$ cat src/rtl/regfile_pkg.sv
// Shared defaults for the multi-port register file: register geometry and the
// architectural register-index type.
package regfile_pkg;

   localparam int XLEN_DEF  = 32;
   localparam int NREGS_DEF = 32;
   localparam int AW_DEF    = $clog2(NREGS_DEF);

   typedef logic [AW_DEF-1:0] reg_addr_t;

endpackage

$ cat src/rtl/regfile_mp_if.sv
// Bus bundle of the multi-port register file: read ports, write ports,
// issue strobe, flush and the scoreboard view.
interface regfile_mp_if
   import regfile_pkg::*;
#(
   parameter int XLEN  = XLEN_DEF,
   parameter int NREGS = NREGS_DEF,
   parameter int NRD   = 2,
   parameter int NWR   = 2
);
   localparam int AW = $clog2(NREGS);

   // No handshake: every strobe (we, iss_valid, flush) is a one-cycle
   // qualifier sampled at the rising edge, and the file always accepts it.
   logic [NRD*AW-1:0]   ra;
   logic [NRD*XLEN-1:0] rd;
   logic [NRD-1:0]      rd_busy;
   logic [NWR-1:0]      we;
   logic [NWR*AW-1:0]   wa;
   logic [NWR*XLEN-1:0] wd;
   logic [NWR-1:0]      wclr;
   logic                iss_valid;
   logic [AW-1:0]       iss_rd;
   logic [NREGS-1:0]    busy_vec;
   logic                flush;

   modport master (
      output ra, we, wa, wd, wclr, iss_valid, iss_rd, flush,
      input  rd, rd_busy, busy_vec
   );

   modport slave (
      input  ra, we, wa, wd, wclr, iss_valid, iss_rd, flush,
      output rd, rd_busy, busy_vec
   );

endinterface

$ cat src/rtl/rf_scoreboard.sv
// Pending-write scoreboard: one busy bit per register, set by issue, cleared
// by a writeback carrying wclr, wiped by flush.
module rf_scoreboard
   import regfile_pkg::*;
#(
   parameter int NREGS    = NREGS_DEF,
   parameter int NWR      = 2,
   parameter int ZERO_REG = 1,
   parameter int AW       = $clog2(NREGS)
) (
   input  logic              clk,
   input  logic              rst_n,
   input  logic              iss_valid,
   input  logic [AW-1:0]     iss_rd,
   input  logic [NWR-1:0]    we,
   input  logic [NWR*AW-1:0] wa,
   input  logic [NWR-1:0]    wclr,
   input  logic              flush,
   output logic [NREGS-1:0]  busy
);

   localparam bit ZR = (ZERO_REG != 0);

   logic [NREGS-1:0] set_v;
   logic [NREGS-1:0] clr_v;
   logic [NREGS-1:0] busy_nxt;

   always_comb begin
      set_v    = '0;
      clr_v    = '0;
      busy_nxt = busy;
      for (int r = 0; r < NREGS; r++) begin
         set_v[r] = iss_valid && (iss_rd == AW'(r));
         for (int j = 0; j < NWR; j++) begin
            if (we[j] && wclr[j] && (wa[j*AW +: AW] == AW'(r))) clr_v[r] = 1'b1;
         end
      end
      if (flush) begin
         busy_nxt = '0;
      end else begin
         // A new producer supersedes the one retiring in the same cycle.
         for (int r = 0; r < NREGS; r++) begin
            if (set_v[r])      busy_nxt[r] = 1'b1;
            else if (clr_v[r]) busy_nxt[r] = 1'b0;
         end
      end
      if (ZR) busy_nxt[0] = 1'b0;
   end

   always_ff @(posedge clk or negedge rst_n) begin
      if (!rst_n) busy <= '0;
      else        busy <= busy_nxt;
   end

endmodule

$ cat src/rtl/regfile_mp.sv
// Multi-port integer register file with same-cycle write-to-read bypass and
// an integrated pending-write scoreboard for RAW stalls.
module regfile_mp
   import regfile_pkg::*;
#(
   parameter int XLEN     = XLEN_DEF,
   parameter int NREGS    = NREGS_DEF,
   parameter int NRD      = 2,
   parameter int NWR      = 2,
   parameter int ZERO_REG = 1,
   parameter int BYPASS   = 1
) (
   input logic         clk,
   input logic         rst_n,
   regfile_mp_if.slave bus
);

   localparam int AW = $clog2(NREGS);
   localparam bit ZR = (ZERO_REG != 0);
   localparam bit BP = (BYPASS != 0);

   logic [XLEN-1:0]  rf [NREGS];
   logic [NREGS-1:0] busy_vec;

   // Later ports overwrite earlier ones in the loop, so the highest index wins.
   always_ff @(posedge clk or negedge rst_n) begin
      if (!rst_n) begin
         for (int r = 0; r < NREGS; r++) rf[r] <= '0;
      end else begin
         for (int j = 0; j < NWR; j++) begin
            if (bus.we[j] && !(ZR && (bus.wa[j*AW +: AW] == '0)))
               rf[bus.wa[j*AW +: AW]] <= bus.wd[j*XLEN +: XLEN];
         end
      end
   end

   for (genvar i = 0; i < NRD; i++) begin : g_rd
      logic [AW-1:0]   a;
      logic [XLEN-1:0] v;

      assign a = bus.ra[i*AW +: AW];

      // Bypass is gated by rst_n so the read data stays zero throughout reset.
      always_comb begin
         v = rf[a];
         if (BP && rst_n) begin
            for (int j = 0; j < NWR; j++) begin
               if (bus.we[j] && (bus.wa[j*AW +: AW] == a)) v = bus.wd[j*XLEN +: XLEN];
            end
         end
         if (ZR && (a == '0)) v = '0;
      end

      assign bus.rd[i*XLEN +: XLEN] = v;
      assign bus.rd_busy[i]         = busy_vec[a];
   end

   rf_scoreboard #(
      .NREGS    (NREGS),
      .NWR      (NWR),
      .ZERO_REG (ZERO_REG),
      .AW       (AW)
   ) u_sb (
      .clk       (clk),
      .rst_n     (rst_n),
      .iss_valid (bus.iss_valid),
      .iss_rd    (bus.iss_rd),
      .we        (bus.we),
      .wa        (bus.wa),
      .wclr      (bus.wclr),
      .flush     (bus.flush),
      .busy      (busy_vec)
   );

   assign bus.busy_vec = busy_vec;

endmodule

$ cat src/flat_wrapper.sv
// flat-port wrapper written by rule: the top's interface ports become plain ports
module regfile_mp_flat import regfile_pkg::*;
#(
   parameter int XLEN     = XLEN_DEF,
   parameter int NREGS    = NREGS_DEF,
   parameter int NRD      = 2,
   parameter int NWR      = 2,
   parameter int ZERO_REG = 1,
   parameter int BYPASS   = 1
)
  (clk, rst_n, bus_ra, bus_we, bus_wa, bus_wd, bus_wclr, bus_iss_valid, bus_iss_rd, bus_flush, bus_rd, bus_rd_busy, bus_busy_vec);
  regfile_mp_if #(.XLEN(XLEN), .NREGS(NREGS), .NRD(NRD), .NWR(NWR)) bus_i ();
  input logic clk;
  input logic rst_n;
  input wire logic [$bits(bus_i.ra)-1:0] bus_ra;
  input wire logic [$bits(bus_i.we)-1:0] bus_we;
  input wire logic [$bits(bus_i.wa)-1:0] bus_wa;
  input wire logic [$bits(bus_i.wd)-1:0] bus_wd;
  input wire logic [$bits(bus_i.wclr)-1:0] bus_wclr;
  input wire logic [$bits(bus_i.iss_valid)-1:0] bus_iss_valid;
  input wire logic [$bits(bus_i.iss_rd)-1:0] bus_iss_rd;
  input wire logic [$bits(bus_i.flush)-1:0] bus_flush;
  output wire logic [$bits(bus_i.rd)-1:0] bus_rd;
  output wire logic [$bits(bus_i.rd_busy)-1:0] bus_rd_busy;
  output wire logic [$bits(bus_i.busy_vec)-1:0] bus_busy_vec;
  assign bus_i.ra = bus_ra;
  assign bus_i.we = bus_we;
  assign bus_i.wa = bus_wa;
  assign bus_i.wd = bus_wd;
  assign bus_i.wclr = bus_wclr;
  assign bus_i.iss_valid = bus_iss_valid;
  assign bus_i.iss_rd = bus_iss_rd;
  assign bus_i.flush = bus_flush;
  assign bus_rd = bus_i.rd;
  assign bus_rd_busy = bus_i.rd_busy;
  assign bus_busy_vec = bus_i.busy_vec;
  regfile_mp #(.XLEN(XLEN), .NREGS(NREGS), .NRD(NRD), .NWR(NWR), .ZERO_REG(ZERO_REG), .BYPASS(BYPASS)) u_core (.clk(clk), .rst_n(rst_n), .bus(bus_i));
endmodule
$ cat config.mk
export PLATFORM = sky130hd
export DESIGN_NAME = regfile_mp_flat
export DESIGN_NICKNAME = d
export VERILOG_FILES = /design/src/rtl/regfile_pkg.sv /design/src/rtl/regfile_mp_if.sv /design/src/rtl/rf_scoreboard.sv /design/src/rtl/regfile_mp.sv /design/src/flat_wrapper.sv
export SDC_FILE = /design/constraint.sdc
export NUM_CORES = 2
export LEC_CHECK = 0
export ABC_CLOCK_PERIOD_IN_PS = 2500
export CAP_MARGIN = 20
export CELL_PAD_IN_SITES_DETAIL_PLACEMENT = 1
export CELL_PAD_IN_SITES_GLOBAL_PLACEMENT = 2
export CORE_ASPECT_RATIO = 1.75
export CORE_MARGIN = 2
export CORE_UTILIZATION = 37
export CTS_CLUSTER_DIAMETER = 40
export DETAILED_ROUTE_END_ITERATION = 8
export HOLD_SLACK_MARGIN = 0.12
export PLACE_DENSITY_LB_ADDON = 0.1
export SLEW_MARGIN = 20
export SYNTH_ARGS = -nofsm -noshare
export SYNTH_HDL_FRONTEND = slang
export SYNTH_SLANG_ARGS = --single-unit
$ cat constraint.sdc
create_clock -name clk -period 2.5 [get_ports clk]
set_input_delay 0.5 -clock clk [delete_from_list [all_inputs] [get_ports clk]]
set_output_delay 0.5 -clock clk [all_outputs]
set_load 0.01 [all_outputs]
==> metrics.cfg <==
[global_route]
use_met2_pct = 73.4
use_met3_pct = 13.2
met1_usage_pct = 51.2
grt_busiest_layer = met2
grt_max_degree = 181
overflow = 0
grt_pass1_vias = 76518
antenna_found_initial = 20
grt_usage_pct = 47.6
grt_pass1_wl_um = 606000

[routing]
drt_iter0_markers = 8072
ant_nets = 0
detail_route.first_pass.iterations = 8
wl_per_cell_um = 41.7
vias = 73449
routed_via_density = 6.89
drt-total-wl_um = 445000
drcViolationCount = 0

[outcome]
outcome = complete, but fails checks
violations = negative setup slack

[floorplanning]
core-area_mm2 = 0.178
fp.dieW_um = 324
initial_utilization_pct = 37.2
num_rows = 205
die_h_um = 564
ios = 195
fp.dieArea_mm2 = 0.182

[sta]
finClkSkew_ps = 0
maxSlewViolCount = 0
slew_headroom_pct = 34.6
setup_viol = 66
layout_min_cycle_time_ps = 3210
rsz0062_at_grt = true
period_share_pct = 129
hold_viol_final = 0
worst_slack_ps = -715
tightestPinTransition_ps = 981
max_freq_mhz = 311

[synthesis]
ys_types = 57
synth-edff-count = 0
yosys_warnings = 0
async_reset_ff_share_pct = 100
syn_area_mm2 = 0.0662
synth_seq_area_share_pct = 39.9
syn_inst = 6828
avgSynthCellArea_um2 = 9.70
ys_seq_elements = 1055
synthFlopType = dfrtp_1
synth_nets = 6925

[cts]
clockBufferDepth = 4
numCtsBuffers = 159
clock-sinks = 1055
path_clk_slew_ps = 60
clkLatencyLatePin_ps = 820
h-tree-depth = 4
tritoncts = built
cts-root-buf = clkbuf_16

[run]
maxCapViolations = 0

[setup_path]
worst_ep_arrival_time_ps = 2710
cp_max_fo = 3
required_ps = 2000
startpoint_type = flip-flop
end_kind = output port
crit_type = reg -> out

[placement]
port_buffers = 193
post_dp_cell_area_mm2 = 0.0846
place_hpwl_um = 290000
gp_congestion = 0.999
dpl.cell_count = 10060

[layout]
fill_cells = 18866
multi_input_area_mm2 = 0.0397
drive_gt1_share_pct = 35.3
syn_to_final_growth_pct = 47.8
fin_cells = 10658
final_area_mm2 = 0.0979
mostFrequentLayoutCell = mux2i_1
seq_area_mm2 = 0.0264
nNetsFinal = 8247
layout.cells.most_common_list = mux2i_1, buf_4, dfrtp_1
final_util_pct = 55.0

[power_and_ir_drop]
cellPowerDensity_mw_per_mm2 = 739
irDropWorstVdd_v = 0.000548
leakage_nw = 43.6

[hold_path]
hp-class = in -> async

## critical path, stage by stage, from the launching register on
cell,delay [ps]
dfrtp_1,410
buf_4,170
mux4_2,440
mux4_2,470
mux2_4,290
buf_6,120
## final cells by class
class	instances	share of cell area (%)
multi-input combinational	4797	40.6
sequential	1055	27.0
clock inverter	84	1.07
clock buffer	191	4.41
antenna	14	0.0358
tap	2380	3.04
inverter	35	0.134
timing repair buffer	2102	23.7
## state kept, by name (all words and copies together) (netlist names)
register and count:
u_core.u_sb.busy 31, u_core.rf 1024
## path summary, 6_finish.rpt
kind,startpoint,slack [ps],to,cells after the start
max reg2reg,u_core.u_sb.busy[8],1290,u_core.u_sb.busy[8],5
min,rst_n,160,u_core.rf[783],3
min in group clk,bus_wa[1],310,u_core.u_sb.busy[3],5
max,u_core.u_sb.busy[14],-710,bus_rd_busy[0],5
min reg2reg,u_core.rf[1002],410,u_core.rf[1002],0
max in group asynchronous,rst_n,340,u_core.rf[508],5
## what timing repair did
action | CTS | global route
hold buffers | 1 | 0
pin swaps | 335 | 194
setup endpoints to repair | 66 | 186
setup buffers | 244 | 62
resized for setup | 1148 | 187
gates cloned | 33 | 4
hold endpoints to repair | 62 | 0
## layer usage
layer,part of all wire [%],up-vias
met5,0.016,-
met4,12,12
met3,8.5,2113
met2,45,4759
met1,34,37665
li1,-,28900
## cell families after synthesis
| kind of cell | after synthesis | synth area share [%] |
|---|---|---|
| compound gates | 2313 | 23.6 |
| xor+xnor | 20 | 0.265 |
| buf+inv | 976 | 6.59 |
| flops | 1055 | 39.9 |
| mux | 1425 | 21.9 |
| other cells | 1 | 0.00566 |
| simple gates | 1038 | 7.71 |
## synth_stat cells, drive strengths merged, types with 76 or more instances
cell type  count  area, µm²
mux2i       1403      14000
a21oi        650       3250
a22oi        561       4210
buf          314       1870
a221oi       584       5120
nand3        260       1310
dfrtp       1055      26400
nor2         162        743
nor3          76        419
o21ai        348       1740
nand2        393       1530
clkbuf       627       2370
## power breakdown
group          leakage [nW]  internal (mW)  switching (mW)  total, mW
Sequential             13.0           21.4            3.78       25.2
Combinational          28.0           11.7            11.8       23.5
Clock                  2.58           14.2            9.56       23.7
Total                  43.6           47.2            25.1       72.3
## through the flow
step	hold WS (ps)	power, mW	setup TNS (ps)	worst slack, ps
after global routing	192	74.6	-35320	-725
final	163	72.3	-35180	-715
after global placement	384	44.7	-380340	-1860
after CTS	143	71.1	-59240	-717
after detailed placement	389	45.5	-419150	-1860
after floorplan	204	34.7	-121	-15.8
(Power assumes the default switching activity.)
